--- src/rtl/edge_packer.sv ---
// edge_packer
//   Packs a serial stream of edge bits into bytes, MSB first, and buffers the
//   bytes in a small FIFO for a ready/valid consumer. A tile is TILE_BITS
//   bits long. The last byte of a tile may hold fewer than 8 bits. In that
//   case its unused LSBs are zero and the byte is tagged out_last.
//   The producer side never sees backpressure. If a byte completes while the
//   FIFO is full and nothing pops in that cycle, the byte is dropped and the
//   sticky overflow flag is set.
//
// Ports
//   clk         rising-edge clock for all state
//   reset       synchronous, active-high
//   edge_in     edge bit, sampled only when edge_valid=1
//   edge_valid  qualifier for edge_in
//   out_data    byte at the FIFO head (0 while empty)
//   out_valid   FIFO non-empty
//   out_ready   consumer accepts the head byte when out_valid=1
//   out_last    head byte is the final byte of a tile
//   tile_done   one-cycle pulse after a last-tagged byte is popped
//   overflow    sticky: a completed byte was dropped
//   tile_count  number of tiles fully popped, wraps at 256
module edge_packer #(
  parameter int TILE_BITS  = 324,
  parameter int FIFO_DEPTH = 4
) (
  input  logic       clk,
  input  logic       reset,
  input  logic       edge_in,
  input  logic       edge_valid,
  output logic [7:0] out_data,
  output logic       out_valid,
  input  logic       out_ready,
  output logic       out_last,
  output logic       tile_done,
  output logic       overflow,
  output logic [7:0] tile_count
);

  localparam int PIX_W = (TILE_BITS > 1) ? $clog2(TILE_BITS) : 1;
  localparam int PTR_W = $clog2(FIFO_DEPTH);
  localparam logic [PIX_W-1:0] PIX_LAST = PIX_W'(TILE_BITS - 1);

  // Packer state
  logic [2:0]       bit_cnt_reg;
  logic [PIX_W-1:0] pix_cnt_reg;
  logic [7:0]       shift_reg;  // bits already placed at their final positions

  // FIFO state. The pointers carry one extra wrap bit, which tells a full
  // FIFO apart from an empty one.
  logic [PTR_W:0]   wr_ptr_reg;
  logic [PTR_W:0]   rd_ptr_reg;
  logic [7:0]       mem_data [FIFO_DEPTH];
  logic             mem_last [FIFO_DEPTH];

  logic             overflow_reg;
  logic             tile_done_reg;
  logic [7:0]       tile_count_reg;

  logic             tile_end;
  logic             byte_done;
  logic [7:0]       byte_word;
  logic             fifo_empty;
  logic             fifo_full;
  logic             pop;
  logic             push;
  logic             drop;
  logic [PTR_W-1:0] wr_idx;
  logic [PTR_W-1:0] rd_idx;

  assign wr_idx = wr_ptr_reg[PTR_W-1:0];
  assign rd_idx = rd_ptr_reg[PTR_W-1:0];

  always_comb begin
    tile_end   = (pix_cnt_reg == PIX_LAST);
    byte_done  = edge_valid && ((bit_cnt_reg == 3'd7) || tile_end);
    // Place the incoming bit at position 7-bit_cnt. Bits that were never
    // written stay zero, so a short final byte is padded automatically.
    byte_word  = shift_reg | (8'(edge_in) << (3'd7 - bit_cnt_reg));
    fifo_empty = (wr_ptr_reg == rd_ptr_reg);
    fifo_full  = (wr_ptr_reg[PTR_W] != rd_ptr_reg[PTR_W]) &&
                 (wr_idx == rd_idx);
    pop        = !fifo_empty && out_ready;
    // When the FIFO is full, a pop in the same cycle frees the slot in time.
    push       = byte_done && (!fifo_full || pop);
    drop       = byte_done && fifo_full && !pop;
  end

  always_ff @(posedge clk) begin
    if (reset) begin
      bit_cnt_reg    <= '0;
      pix_cnt_reg    <= '0;
      shift_reg      <= '0;
      wr_ptr_reg     <= '0;
      rd_ptr_reg     <= '0;
      overflow_reg   <= 1'b0;
      tile_done_reg  <= 1'b0;
      tile_count_reg <= '0;
    end else begin
      if (edge_valid) begin
        if (byte_done) begin
          bit_cnt_reg <= '0;
          shift_reg   <= '0;
          pix_cnt_reg <= tile_end ? '0 : pix_cnt_reg + 1'b1;
        end else begin
          bit_cnt_reg <= bit_cnt_reg + 3'd1;
          shift_reg   <= byte_word;
          pix_cnt_reg <= pix_cnt_reg + 1'b1;
        end
      end

      if (push) wr_ptr_reg <= wr_ptr_reg + 1'b1;
      if (pop)  rd_ptr_reg <= rd_ptr_reg + 1'b1;
      if (drop) overflow_reg <= 1'b1;

      tile_done_reg <= pop && mem_last[rd_idx];
      if (pop && mem_last[rd_idx]) tile_count_reg <= tile_count_reg + 8'd1;
    end
  end

  // The storage has no reset. Stale entries are never visible, because the
  // read side is gated by out_valid.
  always_ff @(posedge clk) begin
    if (!reset && push) begin
      mem_data[wr_idx] <= byte_word;
      mem_last[wr_idx] <= tile_end;
    end
  end

  assign out_valid  = !fifo_empty;
  assign out_data   = out_valid ? mem_data[rd_idx] : 8'h00;
  assign out_last   = out_valid && mem_last[rd_idx];
  assign tile_done  = tile_done_reg;
  assign overflow   = overflow_reg;
  assign tile_count = tile_count_reg;

endmodule

--- config.mk ---
export PLATFORM = sky130hd
export DESIGN_NAME = edge_packer
export DESIGN_NICKNAME = d
export VERILOG_FILES = /design/src/rtl/edge_packer.sv
export SDC_FILE = /design/constraint.sdc
export NUM_CORES = 1
export LEC_CHECK = 0
export ABC_AREA = 1
export BUFFER_PORTS_ARGS = -buffer_cell sky130_fd_sc_hd__buf_2
export CORE_MARGIN = 1
export CORE_UTILIZATION = 59
export CTS_CLUSTER_SIZE = 40
export DETAILED_ROUTE_END_ITERATION = 10
export PLACE_DENSITY_LB_ADDON = 0.05
export SLEW_MARGIN = 0
export SYNTH_ARGS = -nofsm -noshare
export SYNTH_HDL_FRONTEND = slang
export SYNTH_SLANG_ARGS = --single-unit
--- constraint.sdc ---
create_clock -name clk -period 2.41 [get_ports clk]
set_input_delay 0.723 -clock clk [delete_from_list [all_inputs] [get_ports clk]]
set_output_delay 0.723 -clock clk [all_outputs]
set_load 0.02 [all_outputs]
; ---- After elaboration in Yosys (flattened, before gate mapping)
; Memories as Yosys holds them, arrays and structs flattened. A register that Yosys moved wholly into a read port is not among the register bits.
; Cells that the tools add are included.
[classes]
n_eq_ne = 5
n_reduce_logical = 15
n_bitwise = 1
shift = 1
addsub = 6
div_mod_pow = 0
n_lt_le_gt_ge = 0
muxes = 11
mul = 0
[op_table]
columns = operator, count
row1 = two-way mux 9 bit, 2
row2 = two-way mux 8 bit, 2
row3 = "adder 3 x 1 -> 3 bit, second input constant", 3
row4 = "adder 9 x 1 -> 9 bit, second input constant", 1
row5 = "== test 9 bit, second input constant", 1
row6 = logical AND 1 bit, 9
row7 = "adder 8 x 1 -> 8 bit, second input constant", 1
row8 = two-way mux 2 bit, 4
row9 = bitwise OR 8 bit, 1
row10 = << shifter 1 x 3 -> 8 bit, 1
row11 = logical NOT 1 bit, 4
row12 = == test 3 bit, 1
row13 = "== test 3 bit, second input constant", 1
row14 = two-way mux 3 bit, 1
row15 = "subtractor 3 bit, first input constant", 1
row16 = == test 2 bit, 1
row17 = logical OR 1 bit, 2
row18 = two-way mux 1 bit, 2
row19 = inequality test 1 bit, 1
[word_totals]
reg_bits = 36
mem_bits_ro = 0
out_inout_bits = 20
mem_count = 2
word_cells = 49
latch_bits = 0
in_bits = 5
mem_bits_rw = 36
[mem_list]
columns = name, depth, width, read_ports, rd_ports_with_merged_regs, wr, line
row1 = mem_data, 4, 8, 1, 1, 1, 52  ; logic [7:0] mem_data [FIFO_DEPTH];
row2 = mem_last, 4, 1, 1, 1, 1, 53  ; logic mem_last [FIFO_DEPTH];

; ---- Longest topological paths before layout
[logic_depth]
word_depth = 8
mapped_depth = 10
mapped_depth_nobuf = 9

; ---- Worst setup path before layout
; Ideal clock, no wire load.
[synth_timing]
path_kind = input port to flip-flop
startpoint = input port reset
endpoint = memory mem_data[0][0], enable pin
arrival_time_ns = 1.700
setup_slack_ns = 0.336
n_path_buf = 2
stages = 5
required_ns = 2.036
setup_time_ns = 0.374
cell_sequence = clkbuf_1 -> inv_1 -> buf_2 -> nand4_1 -> nor2_1
[synth_via]
elab_chain_cells = 4
[synth_lines]
columns = item, line
row1 = start: declaration, 27  ; input logic reset,
row2 = logical NOT 1 bit, 123  ; if (!reset && push) begin
row3 = logical AND 1 bit, 123
row4 = two-way mux 1 bit, 123
row5 = two-way mux 1 bit (not written as such), 124  ; mem_data[wr_idx] <= byte_word;
row6 = end: declaration, 52
; Every way passes these cells.

; ---- Worst setup path in the final report
[layout_timing]
startpoint = register wr_ptr_reg[0]
endpoint = output port out_data[1]
[layout_via]
elab_chain_cells = 2
[layout_lines]
columns = item, line
row1 = start: declaration, 50  ; logic [PTR_W:0] wr_ptr_reg;
row2 = start signal: assignment, 111  ; if (push) wr_ptr_reg <= wr_ptr_reg + 1'b1;
row3 = == test 3 bit, 79  ; fifo_empty = (wr_ptr_reg == rd_ptr_reg);
row4 = two-way mux 8 bit, 130  ; assign out_data = out_valid ? mem_data[rd_idx] : 8'h00;
row5 = end: declaration, 30  ; output logic [7:0] out_data,
; Every way passes these cells.

==> flow_metrics.py <==
metrics = {
    "final_layout": {
        "mostFrequentLayoutCell": "nand2_1",
        "final_cell_count_no_fill": 498,
        "fill_cells": 459,
        "drive_gt1_frac": 0.164,
        "final_cell_mix": "nand2_1 (75), nor2_1 (54), inv_1 (50)",
        "diodes": 0,
        "final_nets": 435,
        "area_growth_pct": 13.7,
        "largest_register_ffs": 32,
        "stdcell_area_um2": 3810,
    },
    "setup_path": {
        "path_max_fanout": 11,
        "cp-end-kind": "primary output",
        "r2r_start": "pix_cnt_reg[1]",
        "cp-startpoint": "wr_ptr_reg[0]",
        "ff2ff_path_depth": 8,
        "reg2reg_slack_ns": 0.65,
        "required_ns": 1.69,
        "critPathArrivalTime_ns": 1.53,
        "start_kind": "flop",
        "path_class": "reg -> out",
        "timing.rr.end": "mem_data[3][5]",
        "endpoint": "out_data[1]",
    },
    "logic_synthesis": {
        "synth-xor-area-share": 0.00784,
        "synth_edf_count": 36,
        "yosysSeqAreaShare": 0.550,
        "synthesis.nets": 401,
        "synthSimpleGateAreaFrac": 0.240,
        "synth_adder_area_share": 0.0336,
        "netlist_area_um2": 3350,
        "synthFlopType": "dfxtp_1",
        "yosysWarnings": 0,
        "synth_top_family_by_area": "simple AND/OR/NAND/NOR gates",
        "synth_async_sr_flop_share": 0,
        "synth-seq-cells": 74,
        "synth-compound-area-share": 0.0915,
        "avgSynthCellArea_um2": 8.66,
        "syn_inst": 387,
        "synthDistinctLibCells": 29,
        "muxShareOfSynthArea": 0,
    },
    "sta": {
        "rsz0062_at_grt": "false",
        "fin_hold_ws_ns": 0.455,
        "slew_headroom": 0.794,
        "max_freq_mhz": 445,
        "setup-violations-final": 0,
        "hold_viol": 0,
        "finalCritPeriodShare": 0.933,
        "drv_slew": 0,
        "tns_ns": 0,
        "fin_skew_ns": 0.0104,
        "fin_crit_ns": 2.25,
        "worst_pin_slew_ns": 0.310,
    },
    "routing": {
        "drc": 2,
        "avgViaCountPerCell": 5.16,
        "drtIter0Drc": 151,
        "wl_per_cell_um": 12.6,
        "ant_nets": 0,
        "num_vias": 2569,
        "first_pass_iters": 7,
        "drt-total-wl_um": 6290,
    },
    "place": {
        "placed_cells": 482,
        "io_buffers": 24,
        "gp_congestion": 0.804,
        "place_hpwl_um": 4420,
        "placed_cell_area_um2": 3570,
    },
    "job": {
        "max-cap-violations": 0,
    },
    "floorplan": {
        "dieHeight_um": 77.4,
        "coreArea_um2": 5510,
        "initial_core_util": 0.608,
        "num_rows": 27,
        "die_area_um2": 5980,
        "fp.dieW_um": 77.4,
        "ioPinCount": 25,
    },
    "clocking": {
        "clock_latency_ns": 0.34,
        "post_cts_buffers": 0,
        "htreeDepth": 3,
        "root_buffer": "clkbuf_8",
        "cts_tree": "yes",
        "cts_max_path_buffers": 2,
        "clock-sinks": 74,
        "clk_pin_slew_ns": 0.08,
        "cts_resized": 0,
        "cts_buffers": 9,
        "postCtsHoldBufs": 0,
    },
    "power": {
        "pwr-share-seq": 0.504,
        "powerDensity_nw_per_um2": 702,
        "max-vdd-ir-drop_mv": 0.547,
        "clockPowerShare": 0.399,
        "switching_power_mw": 0.648,
        "p_leak_nw": 1.67,
        "switching_share": 0.242,
        "power_mw": 2.67,
        "p_int_mw": 2.02,
        "p_comb_frac": 0.096,
    },
    "grt": {
        "antenna_found_initial": 0,
        "use_met2": 0.363,
        "grt_pass1_vias": 2382,
        "grt-busiest-layer": "met2",
        "grt_max_degree": 19,
        "grt_use_met3": 0.0494,
        "grt_pass1_wl_um": 10600,
        "use_met1": 0.308,
        "overflow": 0,
        "grtUsageTotal": 0.229,
    },
    "min_path": {
        "min_path_type": "reg -> reg",
    },
    "outcome": {
        "status": "finished, violations left",
        "violations": "design-rule violations",
    },
}
power by group through the flow:
stage | clock, mW | sequential [mW] | combinational [mW]
final | 1.07 | 1.35 | 0.258
after global placement | 0 | 1.38 | 0.249
after floorplan | 0 | 1.37 | 0.185
after detailed placement | 0 | 1.38 | 0.255
after CTS | 1.09 | 1.35 | 0.255
after global routing | 1.13 | 1.35 | 0.289
cells in the mapped netlist, types with 2 or more instances:
| cell type | instances | area, µm² |
|---|---|---|
| buf_2 | 4 | 20.0 |
| nor3b_1 | 3 | 22.5 |
| or2_2 | 6 | 37.5 |
| xor2_1 | 3 | 26.3 |
| inv_1 | 50 | 188 |
| edfxtp_1 | 36 | 1080 |
| nand2_1 | 75 | 282 |
| dfxtp_1 | 38 | 761 |
| buf_6 | 2 | 22.5 |
| a21oi_1 | 21 | 105 |
| clkbuf_1 | 4 | 15.0 |
| o21ai_0 | 24 | 120 |
| a21oi_2 | 3 | 26.3 |
| nand3b_1 | 3 | 22.5 |
| nand2_2 | 5 | 31.3 |
| nand3_1 | 13 | 65.1 |
| o22ai_1 | 8 | 50.1 |
| nor2_1 | 55 | 206 |
| nand4_1 | 15 | 93.8 |
| nor3_1 | 2 | 10.0 |
| ha_1 | 9 | 113 |
kinds of logic after synthesis:
group,Yosys count
fa+ha+maj,9
xor+xnor,3
buf+inv,63
simple gates,181
compound gates,57
flops,74
metal layers:
| metal | vias up | routed length (µm) |
|---|---|---|
| li1 | 1339 | - |
| met1 | 1170 | 3140 |
| met2 | 50 | 2860 |
| met3 | 10 | 209 |
| met4 | 0 | 78 |
| met5 | - | 0 |
worst max-delay path, stage by stage (launching register included):
cell,delay [ns]
dfxtp_1,0.38
inv_1,0.12
nand2_1,0.07
nand2_1,0.06
nor2_2,0.14
nand2_4,0.13
nand2_1,0.09
inv_1,0.04
buf_2,0.15
worst min-delay path by stage:
stage	depth (start not counted)	start	slack [ns]	end
2_1_floorplan	2	shift_reg[3]	0.43	shift_reg[3]
3_3_place_gp	2	shift_reg[3]	0.44	shift_reg[3]
3_5_place_dp	2	shift_reg[2]	0.44	shift_reg[2]
4_1_cts	2	shift_reg[2]	0.46	shift_reg[2]
5_1_grt	2	shift_reg[5]	0.49	shift_reg[5]
6_report	2	shift_reg[2]	0.46	shift_reg[2]
metrics by stage:
stage	utilization	setup slack, ns
final	0.692	0.161
after global routing	0.692	0.00499
after CTS	0.690	0.0480
after detailed placement	0.649	0.422
after global placement	0.649	0.470
after floorplan	-	0.336
final cells by class:
type	count	area (µm²)	share of cell area
Sequential cell	74	1840	0.484
Inverter	52	198	0.0519
Clock inverter	6	88.8	0.0233
Multi-Input combinational cell	250	1260	0.330
Tap cell	72	90.1	0.0237
Clock buffer	10	138	0.0361
Timing Repair Buffer	34	195	0.0512
Note: power is estimated with default switching activity, not from simulation.
